$ cat src/rtl/unpack_normalize_float64.sv
// Unpacks a binary64 operand into sign, 13-bit exponent and 64-bit significand (leading one at
// bit 62), normalizing subnormals one shift step per cycle behind an ap_start/ap_done handshake.
module unpack_normalize_float64 (
  input  logic        ap_clk,
  input  logic        ap_rst_n,
  input  logic        ap_start,
  output logic        ap_done,
  output logic        ap_idle,
  output logic        ap_ready,
  input  logic [63:0] a,
  input  logic [31:0] float_exception_flag_i,
  output logic [31:0] float_exception_flag_o,
  output logic        float_exception_flag_o_ap_vld,
  output logic        zSign,
  output logic [12:0] zExp,
  output logic [63:0] zSig,
  output logic        isNaN,
  output logic        isInf,
  output logic        isZero
);

  typedef enum logic [3:0] {
    StIdle     = 4'b0001,
    StClassify = 4'b0010,
    StNorm     = 4'b0100,
    StDone     = 4'b1000
  } state_e;

  state_e      state_q;
  logic [63:0] a_q;
  logic [52:0] w_q;
  logic [5:0]  s_q;
  logic        z_sign_q;
  logic [12:0] z_exp_q;
  logic [63:0] z_sig_q;
  logic        is_nan_q;
  logic        is_inf_q;
  logic        is_zero_q;

  logic [10:0] exp_f;
  logic [51:0] frac_f;
  logic        exp_max;
  logic        exp_min;
  logic        frac_zero;
  logic [52:0] w_shift;
  logic [5:0]  s_next;

  always_comb begin
    exp_f     = a_q[62:52];
    frac_f    = a_q[51:0];
    exp_max   = (exp_f == 11'h7FF);
    exp_min   = (exp_f == 11'h000);
    frac_zero = (frac_f == 52'd0);
    // Coarse 8-bit step while the top byte is empty; it can never push the leading one past bit 52.
    if (w_q[52:45] == 8'd0) begin
      w_shift = {w_q[44:0], 8'd0};
      s_next  = s_q + 6'd8;
    end else begin
      w_shift = {w_q[51:0], 1'b0};
      s_next  = s_q + 6'd1;
    end
  end

  always_ff @(posedge ap_clk or negedge ap_rst_n) begin
    if (!ap_rst_n) begin
      state_q   <= StIdle;
      a_q       <= 64'd0;
      w_q       <= 53'd0;
      s_q       <= 6'd0;
      z_sign_q  <= 1'b0;
      z_exp_q   <= 13'd0;
      z_sig_q   <= 64'd0;
      is_nan_q  <= 1'b0;
      is_inf_q  <= 1'b0;
      is_zero_q <= 1'b0;
    end else begin
      case (state_q)
        StIdle: begin
          if (ap_start) begin
            a_q     <= a;
            state_q <= StClassify;
          end
        end
        StClassify: begin
          if (exp_min && !frac_zero) begin
            w_q     <= {1'b0, frac_f};
            s_q     <= 6'd0;
            state_q <= StNorm;
          end else begin
            z_sign_q <= a_q[63];
            if (exp_max) begin
              z_exp_q   <= 13'h07FF;
              z_sig_q   <= {2'b00, frac_f, 10'd0};
              is_nan_q  <= !frac_zero;
              is_inf_q  <= frac_zero;
              is_zero_q <= 1'b0;
            end else if (exp_min) begin
              z_exp_q   <= 13'd0;
              z_sig_q   <= 64'd0;
              is_nan_q  <= 1'b0;
              is_inf_q  <= 1'b0;
              is_zero_q <= 1'b1;
            end else begin
              z_exp_q   <= {2'b00, exp_f};
              z_sig_q   <= {2'b01, frac_f, 10'd0};
              is_nan_q  <= 1'b0;
              is_inf_q  <= 1'b0;
              is_zero_q <= 1'b0;
            end
            state_q <= StDone;
          end
        end
        StNorm: begin
          w_q <= w_shift;
          s_q <= s_next;
          if (w_shift[52]) begin
            z_sign_q  <= a_q[63];
            z_exp_q   <= 13'd1 - {7'd0, s_next};
            z_sig_q   <= {1'b0, w_shift, 10'd0};
            is_nan_q  <= 1'b0;
            is_inf_q  <= 1'b0;
            is_zero_q <= 1'b0;
            state_q   <= StDone;
          end
        end
        StDone:  state_q <= StIdle;
        default: state_q <= StIdle;
      endcase
    end
  end

  always_comb begin
    ap_done  = (state_q == StDone);
    ap_ready = ap_done;
    ap_idle  = (state_q == StIdle) && !ap_start;
    // Signaling NaN: exponent all ones, nonzero fraction, quiet bit clear.
    float_exception_flag_o_ap_vld = (state_q == StClassify) && exp_max && !frac_zero &&
                                    !frac_f[51];
    float_exception_flag_o = float_exception_flag_o_ap_vld ?
                             (float_exception_flag_i | 32'h10) : float_exception_flag_i;
    zSign  = z_sign_q;
    zExp   = z_exp_q;
    zSig   = z_sig_q;
    isNaN  = is_nan_q;
    isInf  = is_inf_q;
    isZero = is_zero_q;
  end

endmodule
$ cat config.mk
export PLATFORM = sky130hd
export DESIGN_NAME = unpack_normalize_float64
export DESIGN_NICKNAME = d
export VERILOG_FILES = /design/src/rtl/unpack_normalize_float64.sv
export SDC_FILE = /design/constraint.sdc
export NUM_CORES = 1
export LEC_CHECK = 0
export BUFFER_PORTS_ARGS = -buffer_cell sky130_fd_sc_hd__buf_2
export CAP_MARGIN = 20
export CORE_AREA = 5 5 138 140
export DETAILED_ROUTE_END_ITERATION = 7
export DIE_AREA = 0 0 143 145
export PLACE_DENSITY = 0.8
export REMOVE_ABC_BUFFERS = 1
export SYNTH_ARGS = -nofsm -noshare
export SYNTH_HDL_FRONTEND = slang
export SYNTH_SLANG_ARGS = --single-unit
$ cat constraint.sdc
create_clock -name ap_clk -period 6.3 [get_ports ap_clk]
set_input_delay 1.26 -clock ap_clk [delete_from_list [all_inputs] [get_ports ap_clk]]
set_output_delay 1.26 -clock ap_clk [all_outputs]
set_load 0.03 [all_outputs]
# After elaboration in Yosys (flattened, before gate mapping)
# Index checks and enable logic that the tools add are counted.
[totals] out_inout_bits=117 input_bits=99 register_bits=208
[op_classes] n_addsub=3 muxes=35 reduce_logical=16 eq_ne=9
[op_table] op="$mux 64" n=2
[op_table] op="$pmux 64 s2" n=1
[op_table] op="$mux 63" n=2
[op_table] op="$mux 53" n=2
[op_table] op="$pmux 53 s2" n=1
[op_table] op="$logic_not 52->1" n=1
[op_table] op="$mux 13" n=2
[op_table] op="$pmux 13 s2" n=1
[op_table] op="$mux 11" n=2
[op_table] op="$mux 4" n=3
[op_table] op="$mux 6" n=2
[op_table] op="$pmux 4 s3" n=1
[op_table] op="$pmux 6 s2" n=1
[op_table] op="$eq 11x11->1 const B" n=1
[op_table] op="$logic_not 11->1" n=1
[op_table] op="$mux 1" n=10
[op_table] op="$logic_not 8->1" n=1
[op_table] op="$ne 2x2->1 const B" n=4
[op_table] op="$pmux 1 s2" n=4
[op_table] op="$sub 1x6->7 const A" n=1
[op_table] op="$add 6x1->6 const B" n=1
[op_table] op="$add 6x4->6 const B" n=1
[op_table] op="$reduce_and 2->1" n=3
[op_table] op="$logic_and 1x1->1" n=5
[op_table] op="other kinds (8)" n=10

# Depth between registers and ports, before layout
# Gate-level depths: netlist (run 1).
[depth] ltp_word=5 ltp_mapped=9 depth_no_buf=7

# Worst setup path before layout (run 1)
# No wires, ideal clock.
[synth_timing] path_type="register to output" start="register state_q[0]" end="output port float_exception_flag_o[4]" t_arrival_ps=2649 slack_ps=2391 stages_incl_launch_ff=6 required_time_ps=5040 path_cell_list="dfstp_2 -> clkbuf_1 -> or4b_1 -> clkbuf_1 -> nor4_1 -> or2_2"
[synth_between] elab_chain_len=5
[synth_lines] item="from (decl)" line="29" text="state_e state_q;"
[synth_lines] item="from (signal assigned)" line="66" text="state_q <= StIdle;"
[synth_lines] item="from (signal assigned)" line="81" text="state_q <= StClassify;"
[synth_lines] item="from (signal assigned)" line="88" text="state_q <= StNorm;"
[synth_lines] item="$eq 4x2->1" line="137" text="float_exception_flag_o_ap_vld = (state_q == StClassify) && exp_max && !frac_zero &&"
[synth_lines] item="$logic_and 1x1->1 (3 in series)" line="137"
[synth_lines] item="named net float_exception_flag_o_ap_vld" line="13" text="output logic float_exception_flag_o_ap_vld,"
[synth_lines] item="$mux 5" line="139" text="float_exception_flag_o = float_exception_flag_o_ap_vld ?"
[synth_lines] item="to (decl)" line="12" text="output logic [31:0] float_exception_flag_o,"
# The timed path passes the listed nets, and every way through them passes these cells.

# Final worst setup path (run 1)
[layout_timing] start="register state_q[3]" end="output port float_exception_flag_o[4]"
[layout_between] elab_chain_len=5
[layout_lines] item="$eq 4x2->1" line="137"
[layout_lines] item="$logic_and 1x1->1 (3 in series)" line="137"
[layout_lines] item="$mux 5" line="139"
# No other way between the ends.

==> run summary, run 1 <==
Clock tree synthesis inserted a total of 17 buffers. STA classifies the critical path endpoint as an output pin. The tools report the summed instance area of the synthesized netlist as 9570 um2. The total number of nets in the final design was 1,262.

The tools report the count of max-cap constraint violations as 0. Pin placement for this block handled 216 I/O pins. Total power for the finished layout comes to 5.27 mW. Port buffering added 142 buffers. For the worst-skew pair, the clock arrives at the later sink with an insertion delay of 0.45 ns. Total number of clock tree sinks: 196.

Static timing analysis puts the maximum clock frequency at 238 MHz. After clock tree synthesis, the clock-pin slew on the worst setup and hold paths is 0.07 ns. The die height came out at 145 um. The run gives 7,915 as the via count of the first global-routing pass.

The placed wire-length estimate after detailed placement was 16.9 mm; the mux contribution to synthesized area was 0.222%. Each instance of the synthesized netlist takes up on average 8.75 um2. Once detail routing completed, the nets flagged for antenna violations numbered 0. The H-tree was split into 4 levels. The logs give 0 for the number of buffers added to fix hold violations after cts and 0 for the number of pins exceeding their max-slew limit in the final report. Before CTS, the worst setup slack after placement is 2.63 ns. By area the synthesized netlist is led by sky130_fd_sc_hd__dfrtp_1 51%, sky130_fd_sc_hd__nand2_1 15%, sky130_fd_sc_hd__buf_4 3.7%. The parity-gate share of the synthesized area counting xor and xnor cells works out to 0.641%. The overall overflow remaining after global route was 0; the slack of the critical path was 2.10 ns. Synthesis handed over a netlist of 1,094 instances. Of all cell types, the one taking the most synthesized area is sky130_fd_sc_hd__dfrtp_1. Startpoint class of the critical path: a register. The synthesized design devotes to its leading area cell type 51.0% of total area. In this run the worst path has a maximum fanout of 39. In the routed design, unresolved DRC markers number 0. The die covers 20,700 um2. The area growth from synthesis to layout is 11.0%. Setup violations remaining at the end of the flow were counted as 0. The tools report the count of filler cells inserted in the layout as 1,536.

The critical path is of the register to output pin type. The run finished with clean final reports. Dividing total power by cell area gives a power density of 496 nW/um2. The total number of vias is 8,027, and the synthesized-area fraction occupied by ao, oa, aoi and oai cells is 15.4%.

Required time of the worst setup path: 5.04 ns. The first global-routing pass estimated 41.4 mm of wire. The class of the most critical hold timing path is register to register. The number of failing hold endpoints at the final stage is 0, and the maximum clock path buffer count is 2. In the routed layout, each cell is associated on average with a via count of 5.73.

After detailed routing, the total wire length is 25.7 mm. TritonCTS built the clock tree. Total global routing track utilization: 25.0%. For this run, the number of Yosys warnings is 0. The number of cells on the worst hold path was 2; the fraction of final layout cells sized beyond drive strength 1 was 19.4%. The utilization of the core after routing was 60.0%; the actual transition at the worst max-transition pin was 1.12 ns.

The routed length per placed instance is 18.3 um. The worst reg-to-reg path cell count is 7, and the adder and majority gate portion of the synthesized area is 0.392%. The number of enable flip-flop cells after synthesis is 0. The tools report the clock tree root driver cell as sky130_fd_sc_hd__clkbuf_16.

Across all hold checks on the routed design, the worst slack comes to 0.475 ns. At the worst endpoint, the arrival time is 2.94 ns. The run gives 49 as the row count.

The tools report the buffer count from post-CTS setup fixing as 0. The repair_antennas step left the layout with diodes totalling 0. Of all flip-flops after synthesis, the portion carrying an async set or reset was 100%.

Once the floorplan was initialized, standard cells occupied 54.0% of the core. Setup repair after global routing left no endpoint under its margin. The area share of and/or/nand/nor cells after synthesis is 24.5%. The tools report the count of different cell masters after synthesis as 60. Sequential elements use 51.3% of the synthesized area. Leaving out fill and tap cells, the most frequent cells in the layout are 371 x sky130_fd_sc_hd__nand2_1, 195 x sky130_fd_sc_hd__dfrtp_1, 141 x sky130_fd_sc_hd__buf_2, 85 x sky130_fd_sc_hd__nor2_1, 59 x sky130_fd_sc_hd__a21oi_1. After synthesis, the largest family of logic cells by area is simple AND/OR/NAND/NOR gates.

For this run, the detailed router's first-pass iteration total came to 5. Number of antenna violations at the first check in global routing: 0. The quantity of gates resized following cts is 0.

The area of the placeable core was 17,700 um2; the number of DRC markers after the initial detailed-route iteration was 706. The worst supply voltage drop on vdd is 0.342 mV. The congestion estimate from routability-driven global placement came to 0.823. In the synthesized netlist the dominant register cell turns out to be sky130_fd_sc_hd__dfrtp_1. The time the final worst path needs with I/O delays and setup is 4.20 ns. The part of the cycle the worst path needs is 66.7%, and the die span in x is 143 um. Entering global routing, the biggest net connects 94 pins. The most frequent standard cell in the layout excluding fill and tap cells is sky130_fd_sc_hd__nand2_1.

Synthesis inferred 196 register bits. The logs give 0.0157 ns for the clock skew and 5.06 nW for the leakage power summed over all cells. The tightest slew margin relative to the limit was 25.2%.
[per-stage QoR]
stage,std cells,setup TNS (ns),instance area [um2]
final,1402,0,10600
after global routing,1402,0,10600
after CTS,1400,0,10600
after detailed placement,1368,0,10000
after global placement,1368,0,10000
after floorplan,987,-34.79,8900
[layer usage]
metal | global-route usage [%] | routed length [um] | vias to the layer above
met1 | 34.3 | 11000 | 3867
met3 | 6.91 | 1850 | 42
met4 | 6.89 | 456 | 0
li1 | - | - | 3808
met2 | 39.2 | 12400 | 310
met5 | 0.957 | 0 | -
[cell type report]
cell class	instances	area (um2)	area share (%)
inverter	5	18.8	0.177
tap	229	287	2.70
clock buffer	17	425	4.00
multi-input combinational	786	3990	37.6
sequential	196	4910	46.2
clock inverter	15	160	1.51
timing repair buffer	154	835	7.85
[synth_stat cells, drive strengths merged, types with 5 or more instances]
cell type	count
o21ai	24
a22oi	40
dfrtp	195
nand2	373
nor4	19
nor2	94
buf	80
a211oi	6
a221oi	15
nand4	6
a2bb2oi	6
inv	5
clkbuf	37
o211ai	39
o31ai	6
nand3	44
a21oi	62
[worst paths after layout]
| path | startpoint | to | slack (ns) |
|---|---|---|---|
| max | state_q[3]$_DFFE_PN0P_ | float_exception_flag_o[4] | 2.10 |
| min | isNaN$_DFFE_PN0P_ | isNaN$_DFFE_PN0P_ | 0.48 |
| min in group asynchronous | ap_rst_n | zExp[7]$_DFFE_PN0P_ | 0.84 |
| max in group asynchronous | ap_rst_n | zSig[45]$_DFFE_PN0P_ | 4.16 |
| min reg2reg | isNaN$_DFFE_PN0P_ | isNaN$_DFFE_PN0P_ | 0.48 |
| max reg2reg | state_q[3]$_DFFE_PN0P_ | zSig[23]$_DFFE_PN0P_ | 2.85 |
[worst max-delay path, stage by stage (launching register included)]
cell and delay (ns):
sky130_fd_sc_hd__dfrtp_1 0.47, sky130_fd_sc_hd__or4b_1 0.74, sky130_fd_sc_hd__buf_4 0.37, sky130_fd_sc_hd__nor4_1 0.53
sky130_fd_sc_hd__or2_2 0.21, sky130_fd_sc_hd__buf_2 0.19
[power by group]
part	total (mW)	internal [mW]	switching (mW)
Sequential	2.19	1.75	0.438
Clock	1.09	0.564	0.524
Combinational	2.00	0.591	1.41
Total	5.27	2.90	2.37
[registers in the layout (all words and copies together), names as in the netlist]
register and count:
state_q 4, zExp 12, isNaN 1, zSig 53, isInf 1, w_q 53, isZero 1, zSign 1
s_q 6, a_q 64
[cells by family (layout without fill, tap and decap cells)]
family / count (synthesis) / after routing
and+or+nand+nor: 556 / 556
AOI/OAI and AO/OA: 207 / 207
DFF: 196 / 196
buffers and inverters: 122 / 191
xor gates and xnor gates: 7 / 7
adders and majority gates: 3 / 3
muxes: 2 / 2
other: 1 / 11
No activity file was read; power rests on OpenSTA's default activity.
==> run 2: changes to the inputs <==
--- a/config.mk
+++ b/config.mk
@@ -7,10 +7,10 @@
 export LEC_CHECK = 0
 export BUFFER_PORTS_ARGS = -buffer_cell sky130_fd_sc_hd__buf_2
 export CAP_MARGIN = 20
-export CORE_AREA = 5 5 138 140
+export CORE_AREA = 5 5 146 148
 export DETAILED_ROUTE_END_ITERATION = 7
-export DIE_AREA = 0 0 143 145
-export PLACE_DENSITY = 0.8
+export DIE_AREA = 0 0 151 153
+export PLACE_DENSITY = 0.76
 export REMOVE_ABC_BUFFERS = 1
 export SYNTH_ARGS = -nofsm -noshare
 export SYNTH_HDL_FRONTEND = slang
==> constraint.sdc (replaced) <==
create_clock -name ap_clk -period 3.6 [get_ports ap_clk]
set_input_delay 0.72 -clock ap_clk [delete_from_list [all_inputs] [get_ports ap_clk]]
set_output_delay 0.72 -clock ap_clk [all_outputs]
set_load 0.03 [all_outputs]
==> run 2 against run 1 <==
Against the previous run:
- setup slack got worse by 2.0 ns
- critical path depth rose by 1
- sequential power grew 74%
- register-to-register slack got worse by 2.1 ns
- clock power rose by 68%
- non-clock buffer count grew 12
- first-iteration DRC count is 5.1% lower
- sequential share of layout area is 0.55 points lower
==> run summary, run 2 (synthesis gave the netlist of run 1 again) <==
In this run the clock root is driven by a sky130_fd_sc_hd__clkbuf_16. The via count of the first global-routing pass was 7,945; the total design power was 9.16 mW. The final design instance area without fill was 10,800 um2; the data arrival time of the worst path was 2.74 ns.

The total number of nets in the final design is 1,274. After layout, the worst setup slack is 0.138 ns. The clock drives 196 sinks.

TritonCTS built the clock tree. The sum of buffers and inverters on the critical path is 1, and the area overhead of the layout relative to synthesis is 12.4%. The clock tree synthesis step divided the H-tree into 4 levels. For this run the aggregate overflow at the end of global routing stands at 0. From bottom edge to top edge, the die measures 153 um. The tools report the I/O pin total as 216.

The library cells used most frequently in the layout, excluding fill and tap cells, are 371 x sky130_fd_sc_hd__nand2_1, 195 x sky130_fd_sc_hd__dfrtp_1, 141 x sky130_fd_sc_hd__buf_2, 85 x sky130_fd_sc_hd__nor2_1, 59 x sky130_fd_sc_hd__a21oi_1. The per-cell via count in the routed design works out to 5.59. The run gives 0.819 as the last weighted congestion value of the routability-driven placer.

The run gives 0.44 ns as the clock insertion delay at the later pin of the skew report. Traced cell by cell, the critical path runs through nor4_1 > nand4_1 > nor4_4 > nor4_1 > or2_2 > buf_2. The count of max-cap constraint violations was 0. Register name with the most flops: a_q.

In the final routed layout, each cell accounts on average for 18.1 um. The number of clock buffers added by TritonCTS is 17. The maximum clock path buffer count was 2.

The tools report the total placed instance area as 10,200 um2. The total number of vias came out at 8,121. The core region is 19,900 um2.

Once the clock tree was built, the resizer swapped 0 gates to a different size. Slowest stage cell on the critical path: sky130_fd_sc_hd__nor4_4. The power density normalized to cell area was 852 nW/um2. In this run the worst path has a maximum fanout of 6. At the placement stage, the worst setup path has a slack of 0.602 ns. The kind of end point of the critical path is an output pin. VDD sags by at most 0.465 mV. The critical setup path kind was register to output pin.

The tools report the total wire length as 26.3 mm. The number of cells in the finished layout apart from fillers was 1,454. For this configuration, the core starts out at a cell density of 48.1%. Detailed placement finished with a half-perimeter wire length of 18.2 mm. Most common cell type on the critical path: sky130_fd_sc_hd__nor4_1.

The run gives 0 as the count of nets left with antenna violations after detail routing. Cells fill 54.0% of the core in the end. The count of buffers from port buffering is 142, and the number of failing hold endpoints at the final stage is 0. The logs give 0 for the post-detailed-route DRC marker count and 2.88 ns for the required time of the worst setup path.

The tightest slew margin relative to the limit was 23.9%; the fraction of final layout cells sized beyond drive strength 1 was 20.0%. Setup repair after global routing left no endpoint under its margin. The class of the most critical hold timing path is input port to asynchronous set/reset pin.

Entering global routing, the biggest net connects 120 pins. Actual transition at the worst max-transition pin: 1.14 ns. In this run, the number of DRC markers left after iteration 0 of detailed routing was 670. The leakage power summed over all cells is 5.11 nW, and the buffer count from post-CTS setup fixing is 0. The wire length of the first global-routing pass came out at 42.6 mm. The part of the cycle the worst path needs is 96.2%. Across every metal layer, demand over resource in global routing totals 23.2%.

The flip-flop count of the largest register after layout was 64. The flow ran to the end, and the final reports show no timing, DRC or antenna violations. The die area is 23,100 um2, and the number of inserted diodes is 0. The total setup violations reported at the end of the flow is 0.

The worst setup path is launched from a register. The number of placed instances, taps included, is 1,423. The die span in x is 151 um. The run gives 0 as the number of pins exceeding their max-slew limit in the final report. The delay of the slowest cell on the worst path is 0.51 ns. Leaving out fill and tap cells, the most frequent cell in the layout is sky130_fd_sc_hd__nand2_1. After clock tree synthesis, the clock-pin slew on the worst setup and hold paths is 0.06 ns.

The floorplan has 52 rows. The number of antenna violations at the first check in global routing was 0; the clock skew was 0.0117 ns. Hold repair after CTS inserted 0 buffers. Broken down by cell family, the worst path's largest delay share belongs to simple AND/OR/NAND/NOR gates. The smallest clock period supported by the final layout is computed as 3.46 ns. Before antenna repair, the detailed router went through 5 iterations. For this run, the top clock speed supported by timing is 289 MHz.
run 2: final cells by class:
class,instances,area [um2]
Timing Repair Buffer,166,937
Clock buffer,20,457
Inverter,5,18.8
Fill cell,1889,9160
Clock inverter,11,104
Sequential cell,196,4910
Tap cell,270,338
Multi-Input combinational cell,786,3990
run 2: worst paths after layout:
check	from	endpoint	slack, ns	cells after the start
setup / recovery	a_q[31]$_DFFE_PN0P_	float_exception_flag_o[4]	0.14	6
hold / removal	ap_rst_n	a_q[63]$_DFFE_PN0P_	0.42	1
setup reg to reg	a_q[31]$_DFFE_PN0P_	zSig[22]$_DFFE_PN0P_	0.76	8
hold reg to reg	a_q[63]$_DFFE_PN0P_	zSign$_DFFE_PN0P_	0.48	2
max in group asynchronous	ap_rst_n	a_q[44]$_DFFE_PN0P_	2.30	2
min in group ap_clk	a[58]	a_q[58]$_DFFE_PN0P_	0.47	3
run 2: routing by layer:
metal / track usage [%] / part of all wire, %
met1: 32.3 / 43
met2: 35.7 / 48
met3: 6.34 / 7.4
met4: 6.61 / 1.9
met5: 1.30 / 0
run 2: where the power goes:
part	leakage, nW	total [mW]	internal, mW	switching [mW]
Combinational	2.38	3.52	1.05	2.47
Sequential	2.46	3.81	3.06	0.752
Clock	0.272	1.83	0.989	0.843
Total	5.11	9.16	5.10	4.07
run 2: per-stage QoR:
step                hold WS, ns  TNS [ns]
floorplan                 0.424   -312.92
global placement          0.450         0
detailed placement        0.469         0
CTS                       0.458         0
global route              0.463         0
finish                    0.422         0
run 2: worst register-to-register path: cells and delay by family (launching register included):
kind / cells / cell delay [ns]
and+or+nand+nor: 4 / 1.35
AOI/OAI and AO/OA: 2 / 0.27
DFF: 1 / 0.41
buffers and inverters: 2 / 0.73
==> run 3: changes to the inputs <==
==> constraint.sdc (replaced) <==
create_clock -name ap_clk -period 3.6 [get_ports ap_clk]
set_input_delay 0.72 -clock ap_clk [delete_from_list [all_inputs] [get_ports ap_clk]]
set_output_delay 0.72 -clock ap_clk [all_outputs]
set_load 0.02 [all_outputs]
==> run 3 against run 2 <==
Against the previous run:
- register-to-register slack got worse by 0.05 ns
- total power fell by 1.5%
- worst hold slack got worse by 0.064 ns
- first-iteration DRC count grew 3.4%
- combinational power down 8.2%
- critical path type unchanged
==> run summary, run 3 (synthesis gave the netlist of run 1 again) <==
The tools report the startpoint class of the critical path as a register. In the layout the commonest cells are 371 x sky130_fd_sc_hd__nand2_1, 195 x sky130_fd_sc_hd__dfrtp_1, 141 x sky130_fd_sc_hd__buf_2, 85 x sky130_fd_sc_hd__nor2_1, 59 x sky130_fd_sc_hd__a21oi_1. The first routing iteration left 693 violations. The die is 151 um wide. Timing would allow up to 300 MHz.

Setup repair after global routing left no endpoint under its margin. The tools report the leakage power summed over all cells as 5.12 nW. Class of the most critical hold timing path: input port to asynchronous set/reset pin. Counting cells, the worst reg-to-reg path comes to 9. CTS placed an instance of sky130_fd_sc_hd__clkbuf_16 at the clock tree root.

The total setup violations reported at the end of the flow was 0. Area overhead of the layout relative to synthesis: 12.7%. Cells with a size suffix above 1 make up 19.8% of the layout.

At the later pin of the worst-skew pair, clock insertion delay measures 0.44 ns. For the pin with the worst max-slew slack, the measured transition is 1.14 ns. Critical setup path kind: register to output pin. The flow ran to the end, and the final reports show no timing, DRC or antenna violations.

Row count: 52. The register name with the most flops is a_q. The count of nets left with antenna violations after detail routing was 0. Across the VDD grid, the largest voltage drop is 0.439 mV. The logs give 0 for the number of antenna violations at the first check in global routing and 0.71 ns for the worst-case register-to-register setup slack. The via count of the first global-routing pass came out at 8,022. The routed design has 26.3 mm of wire.

Between clock sinks in the finished design, the worst skew comes to 0.00940 ns. The routed length per placed instance came out at 18.2 um. Overall overflow remaining after global route: 0. Leaving out fill and tap cells, the most frequent cell in the layout is sky130_fd_sc_hd__nand2_1. Across all layers, the routed design uses 8,150 vias.

In this run, CTS created clock tree buffers numbering 17. Subtracting the final worst setup slack from the clock period gives 3.34 ns. The kind of end point of the critical path is an output pin.

In this run the number of H-tree levels came out at 4. The die covers 23,100 um2. The region available for standard cell placement spans 19,900 um2. After clock tree synthesis, the clock-pin slew on the worst setup and hold paths is 0.07 ns.

In this run the count of I/O pins placed on the die edge is 216. Global routing used 23.2% of the available tracks across all layers. The tree built by TritonCTS fans out to 196 sinks. The die height is 153 um, and the wire length of the first global-routing pass is 42.5 mm. The count of buffers from port buffering works out to 142.

The maximum clock path buffer count was 2; the quantity of gates resized following cts was 0. The pre-antenna-repair detailed-routing pass consisted of 5 iterations. The register with the most flip-flops in the layout has 64 of them.

In the finished design, the share of the clock period the worst path needs comes to 92.7%. Data on the critical path is required at its endpoint by 2.88 ns. The initial utilization of the core area, before any placement, comes to 48.1%. The tools report the critical register-to-register path startpoint as a_q[11]$_DFFE_PN0P_.

In this run the power density over the cells is 837 nW/um2. For the number of failing hold endpoints at the final stage, the log shows 0. In the final design database the tool counted 1,271 nets. The tools report the number of inserted diodes as 0. The tool flagged a number of max-cap violations equal to 0.

TritonCTS built the clock tree. For this run, design rule violations remaining after detail routing come to 0. The run gives 0 as the number of pins exceeding their max-slew limit in the final report. The endpoint identified for the worst register-to-register timing path is zSig[42]$_DFFE_PN0P_. Using the TritonRoute via totals, the vias-per-cell ratio works out to 5.62. The worst pin sits at a relative slew slack of 24.0%.

The tools report the data arrival time of the worst path as 2.62 ns. After layout, the worst setup slack is 0.263 ns. Tracing the worst setup path back leads to its startpoint at state_q[3]$_DFFE_PN0P_. The placed wire-length estimate after detailed placement was 17.8 mm.

At the end of routability-driven placement, the weighted congestion stood at 0.811. The worst hold margin is 0.358 ns, and the worst setup timing slack at the placement stage is 0.566 ns. Of all nets on the critical path, the largest fanout is 22.

The logs give 54.2% for the utilization of the core after routing and 94 for the pin count of the biggest net entering global routing.
[run 3: report_power, final]
part	switching [mW]	total, mW	internal [mW]
logic	2.18	3.23	1.05
clock network	0.831	1.98	1.15
registers	0.754	3.81	3.06
total	3.77	9.02	5.26
[run 3: what timing repair did]
action	CTS	global route
setup endpoints to repair	0	1
buffers inserted	0	1
hold buffers	0	0
hold endpoints to repair	0	0
[run 3: metal layers]
layer  global-route usage, %  vias up  part of all wire [%]
li1                        -     3816                     -
met1                    32.2     3980                    43
met2                    35.6      309                    48
met3                    6.22       45                   7.3
met4                    6.87        0                   2.2
met5                    1.30        -                     0
[run 3: area by class of cell]
type                    count  area, um2
clock buffers              20        467
clock inverters            10        146
fillers                  1860       9130
inverters                   5       18.8
multi-input cells         786       3990
flip-flops and latches    196       4910
well taps                 270        338
repair buffers            163        915
[run 3: per-stage QoR]
| stage | cell area [um2] | setup TNS (ns) | cells | power (mW) |
|---|---|---|---|---|
| after floorplan | 8900 | -312.89 | 987 | 5.79 |
| after global routing | 10800 | 0 | 1450 | 9.64 |
| after global placement | 10200 | 0 | 1419 | 6.98 |
| after CTS | 10800 | 0 | 1449 | 9.09 |
| after detailed placement | 10200 | 0 | 1419 | 7.09 |
| final | 10800 | 0 | 1450 | 9.02 |
[run 3: critical path, stage by stage (launching register included)]
cell and delay [ns]:
sky130_fd_sc_hd__dfrtp_1 0.47, sky130_fd_sc_hd__or4b_1 0.57, sky130_fd_sc_hd__buf_4 0.26, sky130_fd_sc_hd__nor4_1 0.51, sky130_fd_sc_hd__or2_2 0.21, sky130_fd_sc_hd__buf_2 0.15
[run 3: how the worst max path moves through the flow]
stage | slack, ns | to
after global routing | 0.14 | float_exception_flag_o[4]
after global placement | 0.59 | float_exception_flag_o[4]
after CTS | 0.05 | float_exception_flag_o[4]
after floorplan | -3.52 | w_q[1]$_DFFE_PN0P_
final | 0.26 | float_exception_flag_o[4]
after detailed placement | 0.57 | float_exception_flag_o[4]
